===== src/rtl/mult_pkg.sv =====
// Shared types and constants for the sequential multiplier.
// Latency: n/a (declarations only).
// Backpressure: n/a.
package mult_pkg;

  // Operand width used when the instantiating level does not override it.
  localparam int DEFAULT_WIDTH = 8;

  // Control FSM encoding.
  typedef enum logic [1:0] {
    IDLE = 2'd0,
    RUN  = 2'd1,
    DONE = 2'd2
  } state_t;

endpackage


===== src/rtl/mult_negate.sv =====
// Conditional two's-complement negate of a WIDTH-bit vector.
// Latency: combinational, zero cycles.
// Backpressure: none; output follows inputs continuously.
module mult_negate #(
  parameter int WIDTH = 8
) (
  input  logic             neg,
  input  logic [WIDTH-1:0] din,
  output logic [WIDTH-1:0] dout
);

  // Invert-and-increment when neg is set. The most negative input maps onto
  // itself, which read as unsigned is exactly the wanted magnitude 2^(WIDTH-1).
  assign dout = neg ? (~din + WIDTH'(1)) : din;

endmodule


===== src/rtl/seq_mult.sv =====
// Radix-2 shift-add multiplier, unsigned or two's-complement, full 2*WIDTH product.
// Latency: done pulses WIDTH edges after the sampling edge (WIDTH+1 counting it); one result per WIDTH+2 cycles.
// Backpressure: none; start is only honoured in IDLE and ignored while busy.
module seq_mult
  import mult_pkg::*;
#(
  parameter int WIDTH = DEFAULT_WIDTH
) (
  input  logic               clk,
  input  logic               rst,
  input  logic               start,
  input  logic               signed_mode,
  input  logic [WIDTH-1:0]   a,
  input  logic [WIDTH-1:0]   b,
  output logic               busy,
  output logic               done,
  output logic [2*WIDTH-1:0] p
);

  localparam int             CW       = $clog2(WIDTH + 1);
  localparam logic [CW-1:0]  LAST_CNT = CW'(WIDTH - 1);

  state_t             state;
  state_t             state_nxt;
  logic [CW-1:0]      cnt;
  logic [2*WIDTH-1:0] acc;
  logic [2*WIDTH-1:0] acc_nxt;
  logic [2*WIDTH-1:0] mcand;
  logic [WIDTH-1:0]   mplier;
  logic [WIDTH-1:0]   a_mag;
  logic [WIDTH-1:0]   b_mag;
  logic               neg_flag;
  logic [2*WIDTH-1:0] prod_fix;

  // Operand magnitudes; only negated when the operand is negative in signed mode.
  mult_negate #(.WIDTH(WIDTH)) u_neg_a (
    .neg  (signed_mode & a[WIDTH-1]),
    .din  (a),
    .dout (a_mag)
  );

  mult_negate #(.WIDTH(WIDTH)) u_neg_b (
    .neg  (signed_mode & b[WIDTH-1]),
    .din  (b),
    .dout (b_mag)
  );

  // Accumulator value after the current multiplier bit is folded in.
  assign acc_nxt = mplier[0] ? (acc + mcand) : acc;

  // Sign-corrected final product, taken from the accumulator's last update so
  // p can be loaded on the same edge that finishes the last RUN cycle.
  mult_negate #(.WIDTH(2*WIDTH)) u_neg_p (
    .neg  (neg_flag),
    .din  (acc_nxt),
    .dout (prod_fix)
  );

  // State register.
  always_ff @(posedge clk) begin
    if (rst) begin
      state <= IDLE;
    end else begin
      state <= state_nxt;
    end
  end

  // Next-state and status outputs.
  always_comb begin
    state_nxt = state;
    busy      = 1'b0;
    done      = 1'b0;
    case (state)
      IDLE: begin
        if (start) begin
          state_nxt = RUN;
        end
      end
      RUN: begin
        busy = 1'b1;
        if (cnt == LAST_CNT) begin
          state_nxt = DONE;
        end
      end
      DONE: begin
        busy      = 1'b1;
        done      = 1'b1;
        state_nxt = IDLE;
      end
      default: begin
        state_nxt = IDLE;
      end
    endcase
  end

  // Datapath: latch operands on start, one shift-add step per RUN cycle,
  // and capture the corrected product on the final step. p is otherwise held.
  always_ff @(posedge clk) begin
    if (rst) begin
      acc      <= '0;
      mcand    <= '0;
      mplier   <= '0;
      cnt      <= '0;
      neg_flag <= 1'b0;
      p        <= '0;
    end else begin
      case (state)
        IDLE: begin
          if (start) begin
            mcand    <= {{WIDTH{1'b0}}, a_mag};
            mplier   <= b_mag;
            neg_flag <= signed_mode & (a[WIDTH-1] ^ b[WIDTH-1]);
            acc      <= '0;
            cnt      <= '0;
          end
        end
        RUN: begin
          acc    <= acc_nxt;
          mcand  <= mcand << 1;
          mplier <= mplier >> 1;
          cnt    <= cnt + 1'b1;
          if (cnt == LAST_CNT) begin
            p <= prod_fix;
          end
        end
        default: begin
        end
      endcase
    end
  end

endmodule


===== config.mk =====
export PLATFORM = sky130hd
export DESIGN_NAME = seq_mult
export DESIGN_NICKNAME = d
export VERILOG_FILES = /design/src/rtl/mult_pkg.sv /design/src/rtl/mult_negate.sv /design/src/rtl/seq_mult.sv
export SDC_FILE = /design/constraint.sdc
export NUM_CORES = 1
export LEC_CHECK = 0
export ABC_AREA = 1
export CAP_MARGIN = 25
export CORE_ASPECT_RATIO = 1.75
export CORE_MARGIN = 2
export CORE_UTILIZATION = 45
export DETAILED_ROUTE_END_ITERATION = 12
export GPL_ROUTABILITY_DRIVEN = 0
export SLEW_MARGIN = 10
export SYNTH_ARGS = -nofsm -noshare
export SYNTH_HDL_FRONTEND = slang
export SYNTH_HIERARCHICAL = 1
export SYNTH_SLANG_ARGS = --single-unit

===== constraint.sdc =====
create_clock -name clk -period 4 [get_ports clk]
set_clock_uncertainty 0.1 [all_clocks]
set_input_delay 0.6 -clock clk [delete_from_list [all_inputs] [get_ports clk]]
set_output_delay 0.6 -clock clk [all_outputs]
set_load 0.03 [all_outputs]

==> results.json, run 1 <==
{
  "cts_max_level": 3,
  "synth_top_family_by_area": "simple AND/OR/NAND/NOR gates",
  "place_ws_ps": 1110,
  "dieArea_sq_um": 10500,
  "first_iter_violations": 210,
  "finalPower_mw": 1.67,
  "synth_seq_cells": 63,
  "synth-adder-area-share": 0.0679,
  "tns_ps": 0,
  "clock_sinks": 63,
  "final.min_clock_period_ps": 2910,
  "io_pins": 38,
  "synthSimpleGateAreaFrac": 0.373,
  "crit_family": "simple AND/OR/NAND/NOR gates",
  "place_hpwl_microns": 8120,
  "max-slew-margin-rel": 0.536,
  "min_period_over_period": 0.728,
  "clkTransAtPathRegs_ps": 60,
  "cts_hold_buf": 0,
  "port_buffers": 37,
  "critical_path_class": "reg -> reg",
  "grt_pass1_vias": 4040,
  "synth-xor-area-share": 0.0423,
  "startpoint_type": "register",
  "wirelength_microns": 10700,
  "holdPathEnd": "p[12]",
  "setup_viol": 0,
  "yosys_most_used_dff": "dfxtp_1",
  "numCtsBuffers": 9,
  "rows": 47,
  "antenna_cells": 0,
  "vias_per_cell": 5.06,
  "cp.required_ps": 4160,
  "vias": 4277,
  "final_common_cell": "nand2_1",
  "syn2layout_area_growth_pct": 15.2,
  "post_cts_buffers": 0,
  "r2r_cells": 15,
  "yosysSeqAreaShare": 0.290,
  "grt_pass1_wl_microns": 18200,
  "initial_core_util": 0.463,
  "cp_slowest_cell": "fa_1",
  "cts_resized": 0,
  "layout_common_cells": "nand2_1 (273), inv_1 (66), dfxtp_1 (63), a21oi_1 (58), nand3_1 (42)",
  "crit_path_end_kind": "register",
  "die_h_microns": 134,
  "timing.fmax_mhz": 343,
  "holdCritPathClass": "reg -> reg",
  "wl_per_cell_microns": 12.7,
  "clock_latency_ps": 330,
  "synth_compound_area_frac": 0.133,
  "drc": 0,
  "postRouteAntennaNets": 0,
  "ir_drop_uv": 200,
  "cp_max_fo": 4,
  "r2r_start": "acc[0]",
  "cts_root_buf": "clkbuf_16",
  "arrival_ps": 3080,
  "yosysWarnings": 6,
  "synth_nets": 737,
  "crit_buf_inv": 0,
  "reg2reg_slack_ps": 1090,
  "synth.avg_cell_area_sq_um": 6.27,
  "synth_area_sq_um": 4350,
  "layout.nets": 761,
  "dieWidth_microns": 78.3,
  "first_pass_iters": 6,
  "hold_viol": 0,
  "min_from": "p[12]",
  "track_usage": 0.217,
  "drive_above_1_share": 0.0719,
  "clk_path_buf_depth": 2,
  "drv_slew": 0,
  "timing.rr.end": "p[9]",
  "power_density_nw_per_um2": 333,
  "critical_path.cell_chain": "ha_1 > fa_1 > nand3_1 > nand2_1 > nand2_1 > nand2_1 > xnor2_1 > a21boi_0 > nor2_1 > nand2_1 > nand2_1 > nand2_1 > xor2_1 > nand2_1 > a21oi_1",
  "crit_path_frequent_cell": "nand2_1",
  "worstMarginPinSlew_ps": 695,
  "ys_types": 34,
  "setup_slack_ps": 1090,
  "outcome": "completed",
  "antenna_found_initial": 0,
  "syn_inst": 694,
  "crit_start": "acc[0]",
  "grt_max_degree": 54,
  "cellLeakagePower_nw": 2.22,
  "synth_edf_count": 0,
  "async_reset_ff_frac": 0,
  "cts_tree": "built",
  "core_sq_um": 9410,
  "synth.area.mux_share": 0,
  "max_stage_delay_ps": 420,
  "hold_depth": 2,
  "grt_overflow_total": 0,
  "rsz0062_at_grt": "false",
  "maxCapViolCount": 0
}
cell families (layout without fill, tap and decap cells):
| kind of cell | Yosys count | after routing |
|---|---|---|
| AOI/OAI and AO/OA | 101 | 101 |
| and+or+nand+nor | 388 | 388 |
| xor gates and xnor gates | 21 | 21 |
| DFF | 63 | 63 |
| adders and majority gates | 23 | 23 |
| buffers and inverters | 98 | 127 |
layer usage:
layer	global-route usage	share of wire	routed length (microns)	vias up
met3	0.0343	0.022	236	19
met1	0.218	0.38	4100	1935
met5	0	0	0	-
met2	0.429	0.57	6060	64
met4	0.0906	0.030	323	0
li1	-	-	-	2259
Yosys cell counts (5+ instances only):
cell type  instances  area, sq um
nand2_1          273         1020
inv_1             66          248
dfxtp_1           63         1260
a21oi_1           58          290
nand3_1           42          210
nor2_1            29          109
ha_1              22          275
o21ai_0           17         85.1
xnor2_1           15          131
a31oi_1           14         87.6
buf_2              9         45.0
clkbuf_1           8         30.0
or2_2              8         50.1
and2_1             7         43.8
inv_2              7         26.3
nand2_2            7         43.8
nor3_1             6         30.0
xor2_1             6         52.6
buf_4              5         37.5
nand3b_1           5         37.5
worst max path at each step:
stage | to | slack (ps) | depth (start not counted)
final | p[9] | 1090 | 15
after global routing | p[9] | 790 | 15
after CTS | p[9] | 1070 | 15
after detailed placement | p[9] | 1110 | 15
after global placement | p[9] | 1140 | 15
after floorplan | p[15] | 1570 | 19
area by class of cell:
type | count | area [sq um]
Tap cell | 122 | 153
Inverter | 73 | 274
Timing Repair Buffer | 38 | 373
Multi-Input combinational cell | 533 | 2680
Sequential cell | 63 | 1260
Clock inverter | 7 | 48.8
Fill cell | 1013 | 4400
Clock buffer | 9 | 225
per-stage QoR:
| stage | hold slack (ps) | utilization | instances | area, sq um |
|---|---|---|---|---|
| 2_1_floorplan | 340 | - | 694 | 4350 |
| 3_3_place_gp | 354 | 0.504 | 829 | 4740 |
| 3_5_place_dp | 355 | 0.504 | 829 | 4740 |
| 4_1_cts | 364 | 0.533 | 845 | 5010 |
| 5_1_grt | 376 | 0.533 | 845 | 5010 |
| 6_report | 361 | 0.533 | 845 | 5010 |
registers in the layout, summed over array words and instances, names as in the netlist:
| name | count |
|---|---|
| acc | 16 |
| mcand | 16 |
| p | 16 |
| mplier | 8 |
| cnt | 4 |
| state | 2 |
| neg_flag | 1 |
tightest hold or removal path: cells and delay by family, from the launching register on:
kind               cells  cell delay [ps]
AOI/OAI and AO/OA      1               50
DFF                    1              300
and+or+nand+nor        1               60
report_power, final:
group          total (mW)  internal, mW  switching (mW)
Sequential          0.671         0.648          0.0234
Combinational       0.278         0.104           0.175
Clock               0.720         0.419           0.301
Note: power is estimated with default switching activity, not from simulation.
==> inputs of run 2 (changes only) <==
==> constraint.sdc (replaced) <==
create_clock -name clk -period 3 [get_ports clk]
set_clock_uncertainty 0.1 [all_clocks]
set_input_delay 0.45 -clock clk [delete_from_list [all_inputs] [get_ports clk]]
set_output_delay 0.45 -clock clk [all_outputs]
set_load 0.03 [all_outputs]
==> run 2 against run 1 <==
Net effect: combinational power increased by 40%; critical path depth grew 4; worst setup slack worse by 770 ps; largest cell class unchanged.
==> results.json, run 2 (same netlist as run 1, synthesis figures left out) <==
{
  "wl_per_cell_microns": 12.8,
  "rows": 47,
  "clock_latency_ps": 340,
  "rsz0062_at_grt": "false",
  "min_period_over_period": 0.896,
  "critical_path_class": "reg -> reg",
  "top_regs": "acc (16), mcand (16), p (16)",
  "cts_root_buf": "clkbuf_16",
  "final_common_cell": "nand2_1",
  "dieArea_sq_um": 10500,
  "setup_viol": 0,
  "drive_above_1_share": 0.0771,
  "place_ws_ps": 297,
  "critical_path.cell_chain": "ha_1 > fa_1 > nand3_1 > nand2_1 > nand2_1 > nand2_1 > nand2_1 > nand2_1 > nand2_1 > nand3_1 > and2_1 > nor2_1 > nand2_1 > o21ai_1 > nand2_1 > nand2_1 > nand2_1 > nand2_1 > a21oi_1",
  "arrival_ps": 2800,
  "syn2layout_area_growth_pct": 16.3,
  "clk_path_buf_depth": 2,
  "setup_slack_ps": 313,
  "max-slew-margin-rel": 0.554,
  "core_sq_um": 9410,
  "crit_path_end_kind": "register",
  "track_usage": 0.220,
  "grtUsageMet3": 0.0310,
  "vias_per_cell": 5.06,
  "numCtsBuffers": 9,
  "antenna_cells": 0,
  "wirelength_microns": 10800,
  "place_inst": 832,
  "startpoint_type": "register",
  "layout_common_cells": "nand2_1 (273), inv_1 (66), dfxtp_1 (63), a21oi_1 (58), nand3_1 (42)",
  "postRouteAntennaNets": 0,
  "hold_viol": 0,
  "crit_family": "simple AND/OR/NAND/NOR gates",
  "cp_slowest_cell": "fa_1",
  "drc": 0,
  "initial_core_util": 0.463,
  "tns_ps": 0,
  "met2_usage": 0.434,
  "power_frac_comb": 0.168,
  "maxCapViolCount": 0,
  "ir_drop_uv": 297,
  "timing.fmax_mhz": 372,
  "timing.hold.ws_ps": 362,
  "clkTransAtPathRegs_ps": 50,
  "vias": 4288,
  "holdCritPathClass": "reg -> reg",
  "p_int_mw": 1.65,
  "dieWidth_microns": 78.3,
  "cp.required_ps": 3110,
  "grt_pass1_wl_microns": 18400,
  "cts_max_level": 3,
  "power_density_nw_per_um2": 458,
  "cp_max_fo": 3,
  "max_stage_delay_ps": 420,
  "outcome": "completed",
  "port_buffers": 37,
  "fin_cells": 848,
  "worstMarginPinSlew_ps": 662,
  "cellLeakagePower_nw": 2.25,
  "grt_max_degree": 36,
  "crit_path_frequent_cell": "nand2_1",
  "first_iter_violations": 223,
  "grt_pass1_vias": 4064,
  "final.min_clock_period_ps": 2690,
  "met1_usage": 0.220,
  "layout.nets": 764,
  "antenna_found_initial": 0,
  "die_h_microns": 134,
  "crit_buf_inv": 0,
  "clock_sinks": 63,
  "clkPwrFrac": 0.449,
  "top_usage_layer": "met2",
  "io_pins": 38,
  "power.switching_mw": 0.666,
  "cts_tree": "built",
  "cts_hold_buf": 0,
  "place_hpwl_microns": 8410,
  "sw_frac_of_total": 0.287,
  "first_pass_iters": 4,
  "cts_resized": 0,
  "post_cts_buffers": 0,
  "p_seq_frac": 0.383,
  "grt_overflow_total": 0,
  "drv_slew": 0
}
run 2: changes by cell type in the layout (fill, tap and decap cells not counted):
cell / delta
bufinv_16: +1
nor2_1: -1
clkinv_4: -1
buf_4: +3
clkinv_2: -1
clkinvlp_4: +1
a21boi_0: -1
nor2_2: +1
a21boi_1: +1
run 2: worst paths after layout:
path / from / to / slack, ps / cells after the start
setup / recovery: acc[0] / p[15] / 310 / 19
hold / removal: p[11] / p[11] / 360 / 2
setup reg to reg: acc[0] / p[15] / 310 / 19
hold reg to reg: p[11] / p[11] / 360 / 2
run 2: per-stage QoR:
stage / util / area, sq um / power, mW
4_1_cts: 0.538 / 5060 / 2.33
3_5_place_dp: 0.506 / 4760 / 1.30
3_3_place_gp: 0.506 / 4760 / 1.29
2_1_floorplan: - / 4350 / 1.19
6_report: 0.538 / 5060 / 2.32
5_1_grt: 0.538 / 5060 / 2.42
run 2: cell type report:
class	count	area [sq um]
clock buffers	9	225
clock inverters	7	72.6
fillers	983	4350
inverters	73	274
multi-input cells	533	2680
flip-flops and latches	63	1260
well taps	122	153
repair buffers	41	395
run 2: tightest hold or removal path, stage by stage (launching register included):
cell     delay [ps]
dfxtp_1         300
nand2_1          60
a21oi_1          50
run 2: power groups by stage:
stage	sequential, mW	combinational [mW]	clock (mW)
final	0.888	0.388	1.04
after global routing	0.892	0.441	1.09
after CTS	0.888	0.391	1.05
after detailed placement	0.906	0.389	0
after global placement	0.906	0.383	0
after floorplan	0.898	0.294	0
run 2: per-layer routing:
metal / wire (microns) / vias up / share of wire
met1: 4130 / 1938 / 0.38
met2: 6120 / 65 / 0.56
met5: 0 / - / 0
li1: - / 2266 / -
met4: 345 / 0 / 0.032
met3: 250 / 19 / 0.023
==> inputs of run 3 (changes only) <==
--- a/config.mk
+++ b/config.mk
@@ -7,11 +7,11 @@
 export LEC_CHECK = 0
 export ABC_AREA = 1
 export CAP_MARGIN = 25
-export CORE_ASPECT_RATIO = 1.75
 export CORE_MARGIN = 2
 export CORE_UTILIZATION = 45
 export DETAILED_ROUTE_END_ITERATION = 12
 export GPL_ROUTABILITY_DRIVEN = 0
+export PLACE_DENSITY = 0.63
 export SLEW_MARGIN = 10
 export SYNTH_ARGS = -nofsm -noshare
 export SYNTH_HDL_FRONTEND = slang
==> run 3 against run 2 <==
Net effect: clock power fell by 28%; wire length fell by 9.6%; power fell by 13%; die area fell by 0.29%; sequential power barely moved; global-route usage fell by 1.7 points; via count fell by 1.1%; non-clock buffer count did not move; critical path depth fell by 8.
==> results.json, run 3 (same netlist as run 1, synthesis figures left out) <==
{
  "io_pins": 38,
  "clock_sinks": 63,
  "final_common_cell": "nand2_1",
  "place_inst": 839,
  "syn2layout_area_growth_pct": 14.2,
  "layout_common_cells": "nand2_1 (273), inv_1 (66), dfxtp_1 (63), a21oi_1 (58), nand3_1 (42)",
  "wl_met1_microns": 4410,
  "cts_tree": "built",
  "drc": 0,
  "dr.max_layer_used": "met4",
  "layout.nets": 764,
  "drive_above_1_share": 0.0759,
  "place_hpwl_microns": 7420,
  "ir_drop_uv": 192,
  "vias_per_cell": 4.96,
  "setup_viol": 0,
  "post_cts_buffers": 0,
  "core_sq_um": 9330,
  "initial_core_util": 0.467,
  "critical_path_class": "reg -> reg",
  "hold_viol": 0,
  "wl_per_cell_microns": 11.5,
  "cellLeakagePower_nw": 2.20,
  "track_usage": 0.203,
  "clkTransAtPathRegs_ps": 70,
  "first_pass_iters": 4,
  "die_h_microns": 102,
  "rsz0062_at_grt": "false",
  "arrival_ps": 2870,
  "final_util": 0.533,
  "timing.fmax_mhz": 370,
  "antenna_found_initial": 0,
  "final.min_clock_period_ps": 2700,
  "holdCritPathClass": "reg -> reg",
  "maxCapViolCount": 0,
  "vias": 4240,
  "drv_slew": 0,
  "wl_met3_microns": 314,
  "setup_slack_ps": 297,
  "grt_pass1_vias": 3943,
  "postRouteAntennaNets": 0,
  "tns_ps": 0,
  "top_regs": "acc (16), mcand (16), p (16)",
  "min_period_over_period": 0.901,
  "numCtsBuffers": 9,
  "grt_pass1_wl_microns": 17100,
  "outcome": "completed",
  "crit_path_end_kind": "register",
  "nFillCells": 952,
  "dieArea_sq_um": 10500,
  "clk_path_buf_depth": 2,
  "cts_max_level": 3,
  "grt_overflow_total": 0,
  "clock_latency_ps": 340,
  "place_ws_ps": 343,
  "wirelength_microns": 9810,
  "worstMarginPinSlew_ps": 708,
  "antenna_cells": 0,
  "startpoint_type": "register",
  "fin_cells": 854,
  "grt_max_degree": 36,
  "port_buffers": 37,
  "dr_wl_met2_microns": 4930,
  "cts_hold_buf": 0,
  "power_density_nw_per_um2": 406,
  "cp.required_ps": 3170,
  "cts_resized": 0,
  "dieWidth_microns": 102,
  "first_iter_violations": 128,
  "cts_root_buf": "clkbuf_8",
  "rows": 35,
  "max-slew-margin-rel": 0.523,
  "cp_max_fo": 9
}
run 3: cell types whose count changed in the layout (fill, tap and decap cells not counted):
cell,previous run,this run
clkbuf_8,0,10
inv_6,1,0
clkinv_2,2,1
clkbuf_16,9,0
run 3: power by group:
part           switching [mW]  leakage [nW]  internal, mW  total, mW
combinational           0.233          1.59         0.144      0.377
sequential             0.0275         0.511         0.863      0.890
clock                   0.347        0.0944         0.402      0.749
run 3: per-stage QoR:
step	hold slack (ps)	cell area, sq um	power (mW)
after floorplan	340	4350	1.19
after global placement	354	4770	1.28
after detailed placement	358	4770	1.29
after CTS	369	4970	2.03
after global routing	387	4970	2.12
final	367	4970	2.02
run 3: final cells by class:
| type | instances | area [sq um] | area share |
|---|---|---|---|
| clock inverter | 5 | 58.8 | 0.0118 |
| tap | 129 | 161 | 0.0325 |
| multi-input combinational | 533 | 2680 | 0.539 |
| inverter | 73 | 274 | 0.0551 |
| clock buffer | 10 | 138 | 0.0277 |
| sequential | 63 | 1260 | 0.254 |
| timing repair buffer | 41 | 395 | 0.0796 |
run 3: worst paths after layout:
path              slack [ps]  endpoint  cells after the start   start
hold reg to reg          370     p[12]                      2   p[12]
setup / recovery         300      p[6]                     11  acc[0]
hold / removal           370     p[12]                      2   p[12]
setup reg to reg         300      p[6]                     11  acc[0]
run 3: worst max-delay path, cell delays in order, from the launching register on:
cell      delay, ps
dfxtp_1         320
ha_1            220
fa_1            420
nand2_1         100
nand2_1          60
o21ai_0         570
nor2_1          110
nand2_1         150
o21bai_4        120
xnor2_1         230
nand2_1          80
a21oi_1         130
run 3: per-layer routing:
metal,vias up,track usage
met5,-,0
met4,0,0.0810
met3,11,0.0274
met2,69,0.380
met1,1892,0.231
li1,2268,-
